`src/rtl/led_frame_scheduler_if.sv`:
```
// Producer-side bus of the LED frame scheduler: request/grant arbitration plus pixel fetch.
// The master modport is the scheduler; the slave modport is a frame producer.
interface led_frame_scheduler_if #(
    parameter int unsigned LEDS = 50
);
    localparam int unsigned IDX_W = (LEDS > 1) ? $clog2(LEDS) : 1;

    logic [1:0]       req;
    logic [1:0]       grant;
    logic [IDX_W-1:0] pix_idx;
    logic [23:0]      pix_data;
    logic             done;

    modport master (
        input  req,
        input  pix_data,
        output grant,
        output pix_idx,
        output done
    );

    modport slave (
        output req,
        output pix_data,
        input  grant,
        input  pix_idx,
        input  done
    );
endinterface

```
`src/rtl/led_frame_scheduler.sv`:
```
// Arbitrates two frame producers and shifts granted frames MSB-first into a WS2801 chain,
// then holds CKO low for the latch gap before pulsing done.
module led_frame_scheduler #(
    parameter int unsigned LEDS         = 50,
    parameter int unsigned CLK_DIV      = 4,
    parameter int unsigned LATCH_CYCLES = 25000
) (
    input  logic                 clk,
    input  logic                 rst,
    led_frame_scheduler_if.master bus,
    output logic                 SDO,
    output logic                 CKO,
    output logic                 busy
);
    localparam int unsigned IDX_W = (LEDS > 1) ? $clog2(LEDS) : 1;
    localparam int unsigned GAP_W = $clog2(LATCH_CYCLES + 1);
    localparam int unsigned DIV_W = (CLK_DIV > 1) ? $clog2(CLK_DIV) : 1;

    localparam logic [IDX_W-1:0] LAST_PIX = IDX_W'(LEDS - 1);
    localparam logic [GAP_W-1:0] GAP_LAST = GAP_W'(LATCH_CYCLES - 1);
    localparam logic [DIV_W-1:0] DIV_LAST = DIV_W'(CLK_DIV - 1);

    typedef enum logic [2:0] {
        GAP,
        IDLE,
        FETCH,
        LOAD,
        SHIFT,
        LATCH,
        DONE
    } state_t;

    state_t           state;
    logic [GAP_W-1:0] gap_cnt;
    logic [DIV_W-1:0] div_cnt;
    logic             high_phase;
    logic [4:0]       bit_cnt;
    logic [22:0]      shreg;    // bits still to send; the bit on the wire lives in SDO
    logic             rr_last;

    always_ff @(posedge clk) begin
        if (rst) begin
            state       <= GAP;
            gap_cnt     <= '0;
            div_cnt     <= '0;
            high_phase  <= 1'b0;
            bit_cnt     <= '0;
            shreg       <= '0;
            rr_last     <= 1'b1;
            SDO         <= 1'b0;
            CKO         <= 1'b0;
            busy        <= 1'b1;
            bus.grant   <= '0;
            bus.pix_idx <= '0;
            bus.done    <= 1'b0;
        end else begin
            bus.done <= 1'b0;
            unique case (state)
                // Post-reset latch gap so a half-shifted frame is latched before anything new.
                GAP: begin
                    if (gap_cnt == GAP_LAST) begin
                        gap_cnt <= '0;
                        state   <= IDLE;
                        busy    <= 1'b0;
                    end else begin
                        gap_cnt <= gap_cnt + GAP_W'(1);
                    end
                end

                IDLE: begin
                    if (bus.req != 2'b00) begin
                        state       <= FETCH;
                        busy        <= 1'b1;
                        bus.pix_idx <= '0;
                        if (bus.req == 2'b11) begin
                            bus.grant <= rr_last ? 2'b01 : 2'b10;
                            rr_last   <= ~rr_last;
                        end else begin
                            bus.grant <= bus.req;
                        end
                    end
                end

                FETCH: state <= LOAD;

                LOAD: begin
                    SDO        <= bus.pix_data[23];
                    shreg      <= bus.pix_data[22:0];
                    bit_cnt    <= 5'd23;
                    div_cnt    <= '0;
                    high_phase <= 1'b0;
                    CKO        <= 1'b0;
                    state      <= SHIFT;
                end

                // Each bit: CLK_DIV cycles CKO low, then CLK_DIV cycles CKO high; SDO moves only on the fall.
                SHIFT: begin
                    if (div_cnt != DIV_LAST) begin
                        div_cnt <= div_cnt + DIV_W'(1);
                    end else begin
                        div_cnt <= '0;
                        if (!high_phase) begin
                            high_phase <= 1'b1;
                            CKO        <= 1'b1;
                        end else begin
                            high_phase <= 1'b0;
                            CKO        <= 1'b0;
                            if (bit_cnt != 5'd0) begin
                                bit_cnt <= bit_cnt - 5'd1;
                                SDO     <= shreg[22];
                                shreg   <= {shreg[21:0], 1'b0};
                            end else if (bus.pix_idx == LAST_PIX) begin
                                SDO     <= 1'b0;
                                gap_cnt <= '0;
                                state   <= LATCH;
                            end else begin
                                bus.pix_idx <= bus.pix_idx + IDX_W'(1);
                                state       <= FETCH;
                            end
                        end
                    end
                end

                LATCH: begin
                    if (gap_cnt == GAP_LAST) begin
                        gap_cnt  <= '0;
                        bus.done <= 1'b1;
                        state    <= DONE;
                    end else begin
                        gap_cnt <= gap_cnt + GAP_W'(1);
                    end
                end

                DONE: begin
                    bus.grant   <= '0;
                    bus.pix_idx <= '0;
                    busy        <= 1'b0;
                    state       <= IDLE;
                end

                default: state <= GAP;
            endcase
        end
    end
endmodule

```
`src/flat_wrapper.sv`:
```
// flat-port wrapper written by rule: the top's interface ports become plain ports
module led_frame_scheduler_flat 
#(
    parameter int unsigned LEDS         = 50,
    parameter int unsigned CLK_DIV      = 4,
    parameter int unsigned LATCH_CYCLES = 25000
)
  (clk, rst, SDO, CKO, busy, bus_req, bus_pix_data, bus_grant, bus_pix_idx, bus_done);
  led_frame_scheduler_if #(.LEDS(LEDS)) bus_i ();
  input  logic clk;
  input  logic rst;
  output logic SDO;
  output logic CKO;
  output logic busy;
  input wire logic [$bits(bus_i.req)-1:0] bus_req;
  input wire logic [$bits(bus_i.pix_data)-1:0] bus_pix_data;
  output wire logic [$bits(bus_i.grant)-1:0] bus_grant;
  output wire logic [$bits(bus_i.pix_idx)-1:0] bus_pix_idx;
  output wire logic [$bits(bus_i.done)-1:0] bus_done;
  assign bus_i.req = bus_req;
  assign bus_i.pix_data = bus_pix_data;
  assign bus_grant = bus_i.grant;
  assign bus_pix_idx = bus_i.pix_idx;
  assign bus_done = bus_i.done;
  led_frame_scheduler #(.LEDS(LEDS), .CLK_DIV(CLK_DIV), .LATCH_CYCLES(LATCH_CYCLES)) u_core (.clk(clk), .rst(rst), .bus(bus_i), .SDO(SDO), .CKO(CKO), .busy(busy));
endmodule
```
`config.mk`:
```
export PLATFORM = sky130hd
export DESIGN_NAME = led_frame_scheduler_flat
export DESIGN_NICKNAME = d
export VERILOG_FILES = /design/src/rtl/led_frame_scheduler_if.sv /design/src/rtl/led_frame_scheduler.sv /design/src/flat_wrapper.sv
export SDC_FILE = /design/constraint.sdc
export NUM_CORES = 1
export LEC_CHECK = 0
export ABC_AREA = 1
export CORE_MARGIN = 2
export CORE_UTILIZATION = 56
export DETAILED_ROUTE_END_ITERATION = 7
export HOLD_SLACK_MARGIN = 0.1
export PLACE_DENSITY = 0.8
export SYNTH_ARGS = -nofsm -noshare
export SYNTH_HDL_FRONTEND = slang
export SYNTH_SLANG_ARGS = --single-unit
```
`constraint.sdc`:
```
create_clock -name clk -period 1.58 [get_ports clk]
set_input_delay 0.395 -clock clk [delete_from_list [all_inputs] [get_ports clk]]
set_output_delay 0.395 -clock clk [all_outputs]
set_load 0.005 [all_outputs]
```
==> results of run 1 <==
## final timing paths
| path | cells after the start | to |
|---|---|---|
| min reg2reg | 2 | u_core.shreg[22] |
| max | 9 | u_core.shreg[17] |
| min | 2 | u_core.shreg[22] |
| max reg2reg | 9 | u_core.shreg[17] |
## flip-flops by register name, indices dropped and copies added (netlist names)
name,count
u_core.bit_cnt,5
u_core.SDO,1
u_core.high_phase,1
u_core.gap_cnt,15
u_core.state,3
u_core.shreg,23
u_core.bus.pix_idx,6
u_core.div_cnt,2
u_core.bus.done,1
u_core.bus.grant,2
u_core.busy,1
u_core.rr_last,1
## through the flow
| step | TNS, ns | std cells | total power, µW |
|---|---|---|---|
| 2_1_floorplan | 0 | 512 | 3267 |
| 3_3_place_gp | -0.7068 | 633 | 3873 |
| 3_5_place_dp | -1.267 | 633 | 3931 |
| 4_1_cts | 0 | 654 | 5316 |
| 5_1_grt | -0.4609 | 657 | 5850 |
| 6_report | 0 | 657 | 5470 |
## Yosys cell counts
library cell	number	area, µm²
a221oi_1	1	8.760
nand4_1	13	81.33
o21bai_1	1	7.510
buf_6	4	45.04
nor2_2	1	6.260
or2_2	2	12.51
nand2_4	4	45.04
o2111ai_1	1	8.760
nand3_1	35	175.2
o21ai_2	2	17.52
clkbuf_1	6	22.52
nand2_1	161	604.3
a21oi_1	31	155.2
nor2_1	82	307.8
inv_2	5	18.77
buf_2	9	45.04
dfxtp_1	61	1221
nand3_2	1	10.01
xnor2_1	3	26.28
clkbuf_2	1	5.000
nor3_4	1	16.27
xor2_1	2	17.52
a21o_1	1	7.510
o21ai_0	33	165.2
nor3_1	7	35.03
nor2_4	1	11.26
nand2_2	3	18.77
ha_1	5	62.56
a31oi_1	1	6.260
inv_1	32	120.1
o21ai_1	2	10.01
## worst max-delay path, cell delays in order, from the launching register on
cell and delay (ns):
dfxtp_1 0.33, inv_1 0.07, ha_1 0.22, nand3_2 0.12, nor2_2 0.04, nor2_1 0.12, nand2_2 0.09, buf_4 0.20
o21ai_0 0.19, nor2_1 0.06
## power by group through the flow
stage          Clock (µW)  Sequential (µW)  Combinational (µW)
6_report             1360             1850                2260
5_1_grt              1450             1860                2540
4_1_cts              1380             1830                2100
3_5_place_dp            0             1860                2070
3_3_place_gp            0             1850                2020
2_1_floorplan           0             1860                1410
## what timing repair did
action                                  in CTS  in global routing
pin swaps                                    0                  3
buffers inserted                             5                  3
gates resized for setup                     19                 42
hold buffers                                 0                  0
endpoints found under the setup margin      45                 58
## layout make-up
cell class                 count  area [µm²]  area share [%]
multi-input combinational    394        1876           44.09
sequential                    61        1244           29.24
timing repair buffer          77       711.9           16.74
inverter                      37       141.4           3.324
clock buffer                  10       127.6           3.000
tap                           72       90.09           2.118
clock inverter                 6       63.81           1.500
## cells by family after synthesis
group | count (synthesis) | share of synthesized area (%)
and+or+nand+nor | 311 | 40.18
DFF | 61 | 37.07
AOI/OAI and AO/OA | 73 | 11.74
adders and majority gates | 5 | 1.899
xor gates and xnor gates | 5 | 1.330
buffers and inverters | 57 | 7.786
## cell usage in the layout, fill, tap and decap left out, types with 7 or more instances in the layout
| cell | n |
|---|---|
| nand2_2 | 7 |
| dfxtp_2 | 9 |
| o21ai_1 | 18 |
| inv_1 | 32 |
| clkdlybuf4s50_1 | 27 |
| nand2_1 | 157 |
| nor2_1 | 79 |
| nand3_1 | 32 |
| o21ai_0 | 17 |
| a21oi_1 | 31 |
| nand4_1 | 13 |
| dlygate4sd2_1 | 7 |
| buf_4 | 34 |
| dfxtp_1 | 49 |
| clkbuf_8 | 9 |
## per-layer routing
layer | global-route usage, % | part of all wire (%) | vias to the layer above
met5 | 0 | 0 | -
met4 | 9.661 | 2.0 | 0
met3 | 6.629 | 3.5 | 20
met2 | 47.42 | 52 | 64
met1 | 29.09 | 43 | 1563
li1 | - | - | 1787
==> flow_metrics.env, run 1 <==
export IMPL_status="finished, final reports clean"
export IMPL_routed_wl_mm=7.874
export IMPL_hold_path_class="reg -> reg"
export IMPL_cts_buffers=9
export IMPL_syn_area_per_cell_um2=6.434
export IMPL_relSlewSlack_pct=77.72
export IMPL_path_clk_slew_ns=0.07
export IMPL_place_gp_congestion=0.8773
export IMPL_dp_hpwl_mm=5.542
export IMPL_io_pin_count=40
export IMPL_worstMarginPinSlew_ns=0.3330
export IMPL_rsz0062_at_grt="true"
export IMPL_nets=613
export IMPL_rows=27
export IMPL_fin_skew_ns=0.009242
export IMPL_synthDistinctLibCells=31
export IMPL_fp_dieW_um=80.70
export IMPL_reg2reg_slack_ns=0.03
export IMPL_syn_area_um2=3294
export IMPL_cts_max_level=3
export IMPL_path_class="reg -> reg"
export IMPL_nFillCells=456
export IMPL_syn_to_final_growth_pct=29.13
export IMPL_syn_num_nets=545
export IMPL_grt_pass1_vias=3130
export IMPL_power_internal_uw=3348
export IMPL_yosysWarnings=0
export IMPL_cp_startpoint="u_core.bit_cnt[0]"
export IMPL_drtIter0Drc=121
export IMPL_antennaDiodeCount=0
export IMPL_whs_ns=0.4520
export IMPL_cap_viol_max_count=0
export IMPL_p_seq_share_pct=33.8
export IMPL_wl_per_cell_um=11.98
export IMPL_dpl_cell_area_um2=3908
export IMPL_fin_util_pct=75.86
export IMPL_powerDensity_nw_per_um2=1286
export IMPL_post_route_drc_count=0
export IMPL_clk_latency_ns=0.34
export IMPL_p_comb_share_pct=41.3
export IMPL_grt_max_degree=32
export IMPL_worst_slack_ns=0.02687
export IMPL_vias=3434
export IMPL_clock_sinks=61
export IMPL_grt_usage_pct=26.03
export IMPL_startpoint_type="register"
export IMPL_min_period_ns=1.553
export IMPL_switchingPower_uw=2122
export IMPL_critPathMaxFanout=17
export IMPL_drv_slew=0
export IMPL_avgViaCountPerCell=5.227
export IMPL_antenna_found_initial=0
export IMPL_r2r_start="u_core.bit_cnt[0]"
export IMPL_start_util_pct=58.75
export IMPL_antenna_left=0
export IMPL_grt_first_pass_wirelength_mm=13.33
export IMPL_swShare_pct=38.79
export IMPL_die_h_um=80.70
export IMPL_dp_slack_ns=-0.1514
export IMPL_synth_seq_area_share_pct=37.07
export IMPL_cp_arrival_ns=1.78
export IMPL_worstPathRequired_ns=1.81
export IMPL_tritoncts="built"
export IMPL_finalCritPeriodShare_pct=98.30
export IMPL_gr_total_overflow=0
export IMPL_max_freq_ghz=0.6439
export IMPL_die_area_um2=6512
export IMPL_power_leakage_uw=0.001821
export IMPL_power_share_clock_pct=24.9
export IMPL_synth_seq_cells=61
export IMPL_hold_viol=0
export IMPL_end_kind="register"
export IMPL_portBuffers=39
export IMPL_cts_root_buf="clkbuf_8"
export IMPL_hold_start="u_core.shreg[22]"
export IMPL_syn_inst=512
export IMPL_clockBufferDepth=2
export IMPL_fin_area_um2=4254
export IMPL_final_layout_size_suffix_gt1_share_pct=16.58
export IMPL_ir_drop_uv=708.7
export IMPL_first_pass_iters=4
export IMPL_core_area_um2=5608
export IMPL_finalSetupViolCount=0
No activity file was read; power rests on OpenSTA's default activity.
==> inputs of run 2 (changes only) <==
--- a/config.mk
+++ b/config.mk
@@ -7,10 +7,9 @@
 export LEC_CHECK = 0
 export ABC_AREA = 1
 export CORE_MARGIN = 2
-export CORE_UTILIZATION = 56
+export CORE_UTILIZATION = 35
 export DETAILED_ROUTE_END_ITERATION = 7
 export HOLD_SLACK_MARGIN = 0.1
-export PLACE_DENSITY = 0.8
 export SYNTH_ARGS = -nofsm -noshare
 export SYNTH_HDL_FRONTEND = slang
 export SYNTH_SLANG_ARGS = --single-unit
==> run 2 against run 1 <==
Compared with the run above:
- hold slack improved by 0.0050 ns
- final area grew 1.8%
- clock power rose by 15%
- critical path depth grew 1
- setup slack better by 0.029 ns
- sequential share of layout area down 0.34 points
- final cell count increased by 5.5%
- non-clock buffer count decreased by 3
- routed wire length increased by 3.6%
- critical path type unchanged
- critical endpoint is now u_core.shreg[20]
- largest cell class unchanged
- largest power group unchanged
==> flow_metrics.env, run 2 (synthesized netlist as in run 1, its figures left out) <==
export IMPL_powerDensity_nw_per_um2=1306
export IMPL_crit_path_max_incr_delay_ns=0.42
export IMPL_syn_to_final_growth_pct=31.45
export IMPL_min_period_ns=1.525
export IMPL_portBuffers=39
export IMPL_clk_latency_ns=0.34
export IMPL_gr_total_overflow=0
export IMPL_grt_usage_pct=16.41
export IMPL_core_area_um2=9196
export IMPL_grt_max_degree=32
export IMPL_fp_dieW_um=101.0
export IMPL_avgViaCountPerCell=4.863
export IMPL_worst_slack_ns=0.05548
export IMPL_post_route_drc_count=0
export IMPL_hold_viol=0
export IMPL_worstPathRequired_ns=1.82
export IMPL_worstMarginPinSlew_ns=0.3477
export IMPL_cp_arrival_ns=1.77
export IMPL_grt_pass1_vias=3051
export IMPL_status="finished, final reports clean"
export IMPL_finalSetupViolCount=0
export IMPL_finalCritPeriodShare_pct=96.49
export IMPL_critPathMaxFanout=10
export IMPL_start_util_pct=35.82
export IMPL_crit_chain="inv_2 -> nand2_2 -> nor2_4 -> nand2_1 -> inv_2 -> nor2_1 -> nand2_2 -> buf_4 -> o21ai_0 -> nor2_1"
export IMPL_place_gp_congestion=0.8722
export IMPL_ir_drop_uv=647.7
export IMPL_rows=35
export IMPL_whs_ns=0.4570
export IMPL_clock_sinks=61
export IMPL_cts_buffers=9
export IMPL_postCtsHoldBufs=0
export IMPL_die_h_um=101.0
export IMPL_clockBufferDepth=2
export IMPL_regMostFlops="u_core.shreg"
export IMPL_dp_hpwl_mm=5.803
export IMPL_largest_register_ffs=23
export IMPL_io_pin_count=40
export IMPL_antenna_left=0
export IMPL_path_clk_slew_ns=0.08
export IMPL_end_kind="register"
export IMPL_tritoncts="built"
export IMPL_reg_largest_list="u_core.shreg (23), u_core.gap_cnt (15), u_core.bus.pix_idx (6)"
export IMPL_antenna_found_initial=0
export IMPL_routed_wl_mm=8.157
export IMPL_dp_slack_ns=-0.1301
export IMPL_dp_cells=671
export IMPL_worst_path_buf_inv=3
export IMPL_cap_viol_max_count=0
export IMPL_hold_path_class="reg -> reg"
export IMPL_final_common_cell="nand2_1"
export IMPL_power_leakage_uw=0.001799
export IMPL_wl_per_cell_um=11.77
export IMPL_cts_max_level=3
export IMPL_drtIter0Drc=75
export IMPL_die_area_um2=10210
export IMPL_cts_root_buf="clkbuf_8"
export IMPL_rsz0062_at_grt="true"
export IMPL_final_layout_size_suffix_gt1_share_pct=16.49
export IMPL_drv_slew=0
export IMPL_fin_skew_ns=0.01459
export IMPL_nets=610
export IMPL_relSlewSlack_pct=76.74
export IMPL_slowest_stage="dfxtp_1"
export IMPL_vias=3370
export IMPL_startpoint_type="register"
export IMPL_path_class="reg -> reg"
export IMPL_nFillCells=956
export IMPL_final_cell_mix="nand2_1, nor2_1, dfxtp_1"
export IMPL_setup_tns_ns=0
export IMPL_stdcell_count=693
export IMPL_grt_first_pass_wirelength_mm=13.59
export IMPL_cp_top_family="simple AND/OR/NAND/NOR gates"
export IMPL_first_pass_iters=4
export IMPL_antennaDiodeCount=0
export IMPL_max_freq_ghz=0.6559
[run 2: tightest hold or removal path: stages, from the launching register on]
cell,delay (ns)
dfxtp_1,0.31
inv_1,0.05
a21oi_1,0.06
[run 2: layer usage]
metal | track usage [%] | vias to the layer above | wire length [µm]
met5 | 0 | - | 0
met4 | 3.742 | 0 | 68
met3 | 4.438 | 6 | 304
met2 | 29.79 | 54 | 4118
met1 | 19.20 | 1529 | 3666
li1 | - | 1781 | -
[run 2: path summary, 6_finish.rpt]
| check | startpoint | slack, ns | end | cells past startpoint |
|---|---|---|---|---|
| min reg2reg | u_core.shreg[19] | 0.46 | u_core.shreg[19] | 2 |
| max reg2reg | u_core.state[1] | 0.06 | u_core.shreg[20] | 10 |
| max | u_core.state[1] | 0.06 | u_core.shreg[20] | 10 |
| min | u_core.shreg[19] | 0.46 | u_core.shreg[19] | 2 |
[run 2: repair_timing]
action	4_1_cts	5_1_grt
endpoints found under the setup margin	16	51
endpoints found under the hold margin	0	0
setup buffers	0	6
resized for setup	25	43
pin swaps	0	10
[run 2: final cells by class]
cell class | count | area, µm² | share of cell area, %
Clock inverter | 7 | 98.84 | 2.283
Timing Repair Buffer | 74 | 689.4 | 15.92
Multi-Input combinational cell | 394 | 1882 | 43.46
Sequential cell | 61 | 1251 | 28.89
Clock buffer | 9 | 123.9 | 2.860
Inverter | 37 | 146.4 | 3.381
Tap cell | 111 | 138.9 | 3.207
[run 2: report_power, final]
part           leakage, µW  internal (µW)  switching (µW)  total (µW)
registers         0.000500           1710             137        1850
logic              0.00119            866            1360        2230
clock network     0.000110            896             678        1570
total              0.00180           3480            2180        5650
[run 2: metrics by stage]
stage                     cell area, µm²  total power [µW]  util (%)
final                               4330              5655     47.09
after detailed placement            3949              3917     42.94
after global placement              3949              3884     42.94
after CTS                           4188              5467     45.54
after floorplan                     3294              3267         -
after global routing                4330              6022     47.09
==> inputs of run 3 (changes only) <==
--- a/config.mk
+++ b/config.mk
@@ -7,7 +7,7 @@
 export LEC_CHECK = 0
 export ABC_AREA = 1
 export CORE_MARGIN = 2
-export CORE_UTILIZATION = 35
+export CORE_UTILIZATION = 40
 export DETAILED_ROUTE_END_ITERATION = 7
 export HOLD_SLACK_MARGIN = 0.1
 export SYNTH_ARGS = -nofsm -noshare
==> run 3 against run 2 <==
Compared with the run above:
- setup slack gained 0.0099 ns
- utilization grew 7.1 points
- sequential share of layout area shrank 0.44 points
- critical path depth shrank 9
- clock-buffer cell count grew 3
- clock skew shrank 0.0038 ns
==> flow_metrics.env, run 3 (synthesized netlist as in run 1, its figures left out) <==
export IMPL_fp_dieW_um=94.75
export IMPL_p_comb_share_pct=39.4
export IMPL_dp_cells=667
export IMPL_nets=615
export IMPL_antenna_found_initial=0
export IMPL_crit_path_max_incr_delay_ns=0.48
export IMPL_path_clk_slew_ns=0.07
export IMPL_antennaDiodeCount=0
export IMPL_grt_pass1_vias=3187
export IMPL_worstPathRequired_ns=1.18
export IMPL_ir_drop_uv=703.1
export IMPL_gr_total_overflow=0
export IMPL_post_route_drc_count=0
export IMPL_fin_util_pct=54.22
export IMPL_p_seq_share_pct=31.7
export IMPL_fin_skew_ns=0.01081
export IMPL_power_leakage_uw=0.001837
export IMPL_postCtsHoldBufs=0
export IMPL_wl_per_cell_um=11.89
export IMPL_reg_largest_list="u_core.shreg (23), u_core.gap_cnt (15), u_core.bus.pix_idx (6)"
export IMPL_vias=3414
export IMPL_powerDensity_nw_per_um2=1334
export IMPL_grt_usage_pct=19.23
export IMPL_slowest_stage="clkdlybuf4s50_1"
export IMPL_dp_hpwl_mm=5.758
export IMPL_swShare_pct=36.18
export IMPL_crit_chain="clkdlybuf4s50_1"
export IMPL_largest_register_ffs=23
export IMPL_routed_wl_mm=8.225
export IMPL_finalCritPeriodShare_pct=95.86
export IMPL_relSlewSlack_pct=72.89
export IMPL_hold_viol=0
export IMPL_startpoint_type="register"
export IMPL_clock_sinks=61
export IMPL_tritoncts="built"
export IMPL_power_internal_uw=3735
export IMPL_first_pass_iters=5
export IMPL_avgViaCountPerCell=4.934
export IMPL_max_freq_ghz=0.6602
export IMPL_cap_viol_max_count=0
export IMPL_critPathMaxFanout=1
export IMPL_stdcell_count=692
export IMPL_end_kind="output port"
export IMPL_die_area_um2=8978
export IMPL_worst_path_buf_inv=1
export IMPL_portBuffers=39
export IMPL_clockBufferDepth=2
export IMPL_start_util_pct=40.71
export IMPL_power_share_clock_pct=28.9
export IMPL_die_h_um=94.75
export IMPL_grt_first_pass_wirelength_mm=13.81
export IMPL_switchingPower_uw=2117
export IMPL_status="finished, final reports clean"
export IMPL_rsz0062_at_grt="false"
export IMPL_drtIter0Drc=136
export IMPL_nFillCells=814
export IMPL_core_area_um2=8093
export IMPL_regMostFlops="u_core.shreg"
export IMPL_rows=33
export IMPL_cp_top_family="buffers and inverters"
export IMPL_cts_max_level=3
export IMPL_final_common_cell="nand2_1"
export IMPL_grt_max_degree=32
export IMPL_finalSetupViolCount=0
export IMPL_place_gp_congestion=0.9003
export IMPL_path_class="reg -> out"
export IMPL_whs_ns=0.4552
export IMPL_cts_root_buf="clkbuf_8"
export IMPL_drv_slew=0
export IMPL_min_period_ns=1.515
export IMPL_final_cell_mix="nand2_1, nor2_1, dfxtp_1"
export IMPL_syn_to_final_growth_pct=33.19
export IMPL_cts_buffers=9
export IMPL_cp_arrival_ns=1.12
export IMPL_antenna_left=0
export IMPL_final_layout_size_suffix_gt1_share_pct=17.38
export IMPL_worstMarginPinSlew_ns=0.4051
export IMPL_hold_path_class="reg -> reg"
export IMPL_io_pin_count=40
export IMPL_clk_latency_ns=0.34
==> run 3: repair_timing <==
| action | CTS | global route |
|---|---|---|
| resized for setup | 24 | 41 |
| hold endpoints to repair | 0 | 0 |
| setup buffers | 3 | 6 |
| cloned | 0 | 0 |
| pin swaps | 0 | 5 |
| endpoints found under the setup margin | 31 | 52 |
==> run 3: area by class of cell <==
cell class	instances	area, µm²	area share [%]
clock buffer	12	145.1	3.308
clock inverter	4	95.09	2.167
inverter	37	148.9	3.393
multi-input combinational	394	1894	43.17
sequential	61	1249	28.46
tap	105	131.4	2.994
timing repair buffer	79	724.4	16.51
==> run 3: routing by layer <==
metal	part of all wire, %	vias up	wire length [µm]	GRT usage, %
li1	-	1793	-	-
met5	0	-	0	0
met3	2.5	12	206	3.352
met1	45	1558	3720	23.07
met4	1.9	0	155	8.575
met2	50	51	4143	33.51
==> run 3: power by group through the flow <==
| stage | registers (µW) | clock network, µW | logic [µW] |
|---|---|---|---|
| finish | 1850 | 1690 | 2300 |
| CTS | 1850 | 1720 | 2100 |
| floorplan | 1860 | 0 | 1410 |
| global placement | 1860 | 0 | 2050 |
| global route | 1880 | 1800 | 2570 |
| detailed placement | 1870 | 0 | 2080 |
==> run 3: path summary, 6_finish.rpt <==
check	from	end	slack [ns]	cells past startpoint
hold / removal	u_core.shreg[22]	u_core.shreg[22]	0.46	2
setup reg to reg	u_core.bit_cnt[0]	u_core.shreg[7]	0.11	9
setup / recovery	u_core.bus.done	bus_done	0.07	1
hold reg to reg	u_core.shreg[22]	u_core.shreg[22]	0.46	2
==> run 3: stage by stage <==
step	area, µm²	setup WS [ns]	TNS [ns]	power (µW)
after global placement	3956	-0.1184	-0.5869	3913
after floorplan	3294	0.1254	0	3267
after global routing	4388	0.004546	0	6244
final	4388	0.06534	0	5852
after CTS	4238	0.007917	0	5662
after detailed placement	3956	-0.1513	-1.111	3948
==> run 3: worst register-to-register path, cell delays in order, from the launching register on <==
cell and delay (ns):
dfxtp_2 0.34, inv_1 0.06, ha_2 0.19, nand3_2 0.08, nor2_1 0.05, nor2_2 0.16
nand2_4 0.10, buf_8 0.16, o21ai_0 0.17, nor2_1 0.05
